<file path="config.mk">
export PLATFORM = sky130hd
export DESIGN_NAME = alu_calc_core
export DESIGN_NICKNAME = d
export VERILOG_FILES = /design/src/rtl/alu_calc_core.sv
export SDC_FILE = /design/constraint.sdc
export NUM_CORES = 1
export LEC_CHECK = 0
export ABC_CLOCK_PERIOD_IN_PS = 2800
export BUFFER_PORTS_ARGS = -buffer_cell sky130_fd_sc_hd__buf_2
export CAP_MARGIN = 20
export CORE_MARGIN = 2
export CORE_UTILIZATION = 55
export CTS_CLUSTER_DIAMETER = 30
export CTS_CLUSTER_SIZE = 8
export DETAILED_ROUTE_END_ITERATION = 7
export PLACE_DENSITY = 0.81
export SYNTH_ARGS = -nofsm -noshare
export SYNTH_HDL_FRONTEND = slang
export SYNTH_SLANG_ARGS = --single-unit
</file>
<file path="constraint.sdc">
create_clock -name clk -period 2.8 [get_ports clk]
set_clock_uncertainty 0.1 [all_clocks]
set_input_delay 0.28 -clock clk [delete_from_list [all_inputs] [get_ports clk]]
set_output_delay 0.28 -clock clk [all_outputs]
set_load 0.02 [all_outputs]
</file>
<file path="src/rtl/alu_calc_core.sv">
// Calculator datapath between the board switches/buttons and the 7-segment driver.
// The buttons are debounced and step a 3-bit operation selector up or down.
// The operands are synchronised, registered, and fed to a 2W-bit ALU that has status flags.
// res_upd pulses for one cycle whenever the registered result or flags change.
module alu_calc_core #(
   parameter int W       = 4,
   parameter int DB_CNT  = 500000,
   parameter int OP_INIT = 0
) (
   input  logic           clk,
   input  logic           reset,
   input  logic [W-1:0]   data_a,
   input  logic [W-1:0]   data_b,
   input  logic           btn_next,
   input  logic           btn_prev,
   output logic [2:0]     op_sel,
   output logic [2*W-1:0] alu_out,
   output logic           flag_zero,
   output logic           flag_carry,
   output logic           flag_neg,
   output logic           res_upd
);

   localparam int W2 = 2 * W;
   localparam int CW = $clog2(DB_CNT);
   localparam logic [CW-1:0] DB_LOAD = CW'(DB_CNT - 1);

   logic [1:0]    rst_sync;
   logic          rst_n;
   logic [W-1:0]  a_m, a_s, b_m, b_s, a_q, b_q;
   logic [1:0]    btn_m, btn_s;
   logic [1:0]    db_acc, db_arm, db_tick;
   logic [CW-1:0] db_cnt [2];
   logic [2:0]    op_q;
   logic [W2-1:0] a_x, b_x, res_c;
   logic          c_c, n_c, lt, run_q;
   logic [W2+2:0] nxt_v, cur_v;

   // Reset asserts asynchronously and is released on a clock edge.
   always_ff @(posedge clk or negedge reset) begin
      if (!reset) rst_sync <= '0;
      else        rst_sync <= {rst_sync[0], 1'b1};
   end
   assign rst_n = rst_sync[1];

   // 2-FF synchronisers. Button stages reset to "pressed", so a button
   // held through reset is never mistaken for a released one.
   always_ff @(posedge clk or negedge rst_n) begin
      if (!rst_n) begin
         a_m   <= '0;
         a_s   <= '0;
         b_m   <= '0;
         b_s   <= '0;
         btn_m <= '1;
         btn_s <= '1;
      end else begin
         a_m   <= data_a;
         a_s   <= a_m;
         b_m   <= data_b;
         b_s   <= b_m;
         btn_m <= {btn_prev, btn_next};
         btn_s <= btn_m;
      end
   end

   // Debounce: a down-counter runs while the synced level differs from the
   // accepted level. The accepted level flips at terminal count. A rising flip
   // ticks only after a released level has been seen since reset.
   always_ff @(posedge clk or negedge rst_n) begin
      if (!rst_n) begin
         db_acc  <= '0;
         db_arm  <= '0;
         db_tick <= '0;
         for (int i = 0; i < 2; i++) db_cnt[i] <= DB_LOAD;
      end else begin
         for (int i = 0; i < 2; i++) begin
            db_tick[i] <= 1'b0;
            if (!btn_s[i]) db_arm[i] <= 1'b1;
            if (btn_s[i] == db_acc[i]) begin
               db_cnt[i] <= DB_LOAD;
            end else if (db_cnt[i] == '0) begin
               db_acc[i]  <= btn_s[i];
               db_cnt[i]  <= DB_LOAD;
               db_tick[i] <= btn_s[i] & db_arm[i];
            end else begin
               db_cnt[i] <= db_cnt[i] - CW'(1);
            end
         end
      end
   end

   // Operation selector (also the stage-1 op register); simultaneous ticks cancel.
   always_ff @(posedge clk or negedge rst_n) begin
      if (!rst_n) begin
         op_q <= 3'(OP_INIT);
      end else begin
         case (db_tick)
            2'b01:   op_q <= op_q + 3'd1;
            2'b10:   op_q <= op_q - 3'd1;
            default: op_q <= op_q;
         endcase
      end
   end
   assign op_sel = op_q;

   // Stage 1: register the synchronised operands.
   always_ff @(posedge clk or negedge rst_n) begin
      if (!rst_n) begin
         a_q <= '0;
         b_q <= '0;
      end else begin
         a_q <= a_s;
         b_q <= b_s;
      end
   end

   // ALU on the zero-extended stage-1 operands.
   always_comb begin
      a_x   = W2'(a_q);
      b_x   = W2'(b_q);
      lt    = (a_q < b_q);
      res_c = '0;
      c_c   = 1'b0;
      n_c   = 1'b0;
      case (op_q)
         3'd0: begin
            res_c = a_x + b_x;
            c_c   = res_c[W];
         end
         3'd1: begin
            res_c = a_x - b_x;
            c_c   = lt;
            n_c   = lt;
         end
         3'd2:    res_c = a_x * b_x;
         3'd3:    res_c = a_x & b_x;
         3'd4:    res_c = a_x | b_x;
         3'd5:    res_c = a_x ^ b_x;
         3'd6:    res_c = a_x << b_q;
         default: res_c = lt ? b_x : a_x;
      endcase
   end

   assign nxt_v = {res_c, (res_c == '0), c_c, n_c};
   assign cur_v = {alu_out, flag_zero, flag_carry, flag_neg};

   // Stage 2: result/flag registers. The change pulse is held off for the first
   // cycle after reset, when flag_zero settles from its cleared value.
   always_ff @(posedge clk or negedge rst_n) begin
      if (!rst_n) begin
         alu_out    <= '0;
         flag_zero  <= 1'b0;
         flag_carry <= 1'b0;
         flag_neg   <= 1'b0;
         res_upd    <= 1'b0;
         run_q      <= 1'b0;
      end else begin
         alu_out    <= res_c;
         flag_zero  <= (res_c == '0);
         flag_carry <= c_c;
         flag_neg   <= n_c;
         run_q      <= 1'b1;
         res_upd    <= run_q && (nxt_v != cur_v);
      end
   end

endmodule
</file>
==> flow_metrics.py <==
metrics = {
    "status": {
        "outcome": "finished with violations",
        "violations": "setup timing",
    },
    "critical_path": {
        "crit_path_start": "b_q[3]",
        "setup.worst_path.class": "flop to flop",
        "cp_slowest_cell": "or4_4",
        "crit_buf_inv": 2,
        "cp.required_ns": 2.95,
        "cp_cell_sequence": "nand2_2 > fa_1 > inv_1 > fa_1 > inv_2 > fa_2 > nor2b_4 > o22ai_2 > mux2i_1 > nand4_1 > or4_4 > nor4_4 > xnor2_1 > a31oi_1",
        "cpLargestDelayFamily": "adder cells",
        "r2r_cells": 14,
        "crit_path_frequent_cell": "fa_1",
        "crit_arrival_ns": 3.84,
        "reg2reg_from": "b_q[3]",
        "cp.depth": 14,
        "critical_path.max_stage_delay_ns": 0.56,
        "end_kind": "flop",
        "startpoint_type": "flop",
        "cp_max_fo": 2,
    },
    "synth": {
        "avgSynthCellArea_um2": 10.6,
        "mappedNetlistArea_mm2": 0.00474,
        "synthTopCellsByArea": "dfrtp_1, dfstp_2, ha_1",
        "synthSimpleGateAreaFrac_pct": 17.2,
        "synth-warning-count": 0,
        "synth_seq_cells": 90,
        "synthAdderAreaFrac_pct": 11.5,
        "synthCells": 448,
        "yosys-top-cells-count": "dfrtp_1, nand2_1, nor2_1, ha_1, inv_1",
        "synthMuxAreaShare_pct": 1.93,
        "synth_top_family_by_area": "simple AND/OR/NAND/NOR gates",
        "synth_top_area_share_pct": 33.8,
        "synth_top_area_cell": "dfrtp_1",
        "yosysMostFrequentCell": "dfrtp_1",
        "synth-compound-area-share_pct": 9.82,
        "synth_xor_xnor_area_share_pct": 8.13,
        "synth_edf_count": 0,
        "synth_ff_type": "dfrtp_1",
        "ys_seq_area_share_pct": 48.2,
        "ys_types": 63,
        "synth-async-reset-ratio_pct": 100,
    },
    "global_route": {
        "antenna_found_initial": 0,
        "grt_pass1_vias": 3976,
        "gr-total-overflow": 0,
        "grt_max_degree": 54,
        "track_usage_pct": 24.5,
        "grt_pass1_wl_um": 18500,
    },
    "cells_and_area": {
        "fill_cells": 606,
        "drive_gt1_share_pct": 29.3,
        "area.growth.synth_to_final_pct": 24.6,
        "n_antenna_cell": 0,
        "nNetsFinal": 606,
    },
    "sta": {
        "maxSlewViolCount": 0,
        "totalNegativeSetupSlack_ns": -2.19,
        "fmax_mhz": 271,
        "worst_slack_ns": -0.891,
        "setup_viol_count_final": 6,
        "rsz0062_at_grt": "true",
        "worstMarginPinSlew_ns": 0.659,
        "min_period_ns": 3.69,
        "min_period_over_period_pct": 132,
        "finalHoldViolCount": 0,
        "slew_headroom_pct": 56.1,
    },
    "die": {
        "die_height_um": 96.8,
        "initial_core_util_pct": 57.1,
        "die_w_um": 96.8,
        "num_rows": 33,
        "core_mm2": 0.00830,
        "io_pins": 27,
        "fp.dieArea_mm2": 0.00938,
    },
    "placement": {
        "gp_congestion": 1.01,
        "hpwl_um": 7750,
        "io_buffers": 26,
    },
    "clocking": {
        "clkSlewWorstSetupHoldPaths_ns": 0.09,
        "cts_tree": "yes",
        "cts-root-buf": "clkbuf_8",
        "cts_made_buffers": 9,
        "htree_levels": 3,
        "insertion_delay_ns": 0.37,
        "cts_buffer_depth": 2,
        "cts.sink_count": 90,
    },
    "power_and_ir_drop": {
        "power.density_mw_per_mm2": 489,
        "max-vdd-ir-drop_mv": 0.403,
        "p_leak_nw": 2.67,
        "p_total_w": 0.00289,
    },
    "drt": {
        "drcViolationCount": 0,
        "viasPerCell": 5.47,
        "antenna_left": 0,
        "dr_total_vias": 3633,
        "drt_iter0_markers": 280,
        "first_pass_iters": 5,
        "wl_per_cell_um": 15.9,
        "wl_um": 10600,
    },
    "flow_run": {
        "max_cap_violations": 0,
    },
    "worst_hold_path": {
        "hold_class": "input port to async pin",
    },
}
## metal layers
layer	wire (µm)	part of all wire [%]	vias to the layer above	GRT usage, %
met4	411	3.9	0	13.3
met2	5320	50	87	41.5
met5	0	0	-	0
met3	359	3.4	34	3.68
met1	4490	42	1775	30.3
li1	-	-	1737	-
## metrics by stage
step	util [%]	cell area (µm²)	instances	setup slack [ns]	hold slack, ns
global route	71.1	5900	664	-1.07	0.120
detailed placement	65.5	5440	632	-0.956	-0.0337
finish	71.1	5900	664	-0.891	0.119
floorplan	-	4770	449	-0.921	-0.116
global placement	65.5	5440	632	-0.811	-0.0341
CTS	70.5	5850	663	-0.948	0.108
## worst paths after layout
check                               to  slack [ns]
max                            res_upd       -0.89
min                        rst_sync[1]        0.12
max reg2reg                    res_upd       -0.89
min reg2reg                     a_s[0]        0.24
max in group asynchronous    db_cnt[0]        1.65
min in group clk                a_s[0]        0.24
## power by group
part / total [W] / switching [W] / internal, W
sequential: 0.00141 / 0.0000467 / 0.00136
clock: 0.000990 / 0.000481 / 0.000508
combinational: 0.000484 / 0.000254 / 0.000230
## placed cells by master (no fill, tap or decap), drive strengths merged, types with 12 or more instances in the layout
| master | n |
|---|---|
| nor3 | 13 |
| dfrtp | 64 |
| a21oi | 14 |
| buf | 86 |
| ha | 34 |
| o21ai | 12 |
| dfstp | 26 |
| nand2 | 49 |
| inv | 36 |
| xnor2 | 29 |
| xor2 | 15 |
| nor2 | 43 |
## layout make-up
type | instances | area [µm²] | area share [%]
multi-input combinational | 320 | 2410 | 40.8
sequential | 90 | 2290 | 38.8
timing repair buffer | 97 | 714 | 12.1
inverter | 36 | 135 | 2.29
tap | 105 | 131 | 2.23
clock buffer | 9 | 124 | 2.10
clock inverter | 7 | 100 | 1.70
## logic make-up (layout without fill, tap and decap cells)
group / Yosys count / in the layout
and+or+nand+nor: 165 / 165
DFF: 90 / 90
AOI/OAI and AO/OA: 62 / 62
xor gates and xnor gates: 44 / 44
adders and majority gates: 40 / 40
buffers and inverters: 39 / 149
muxes: 7 / 7
other: 1 / 2
## registers in the layout (all words and copies together) (netlist names)
register,count
b_m,4
flag_zero,1
db_tick,2
rst_sync,2
db_cnt,38
a_s,4
flag_carry,1
b_q,4
b_s,4
btn_m,2
alu_out,8
res_upd,1
a_m,4
db_acc,2
btn_s,2
flag_neg,1
run_q,1
db_arm,2
a_q,4
op_sel,3
## repair_timing
item                                   4_1_cts  5_1_grt
cloned                                       0        0
pin swaps                                    9        6
setup buffers                                6        5
gates resized for setup                     11       10
setup endpoints to repair                    8        9
endpoints found under the hold margin       12        0
hold buffers                                11        0
Note: power is estimated with default switching activity, not from simulation.
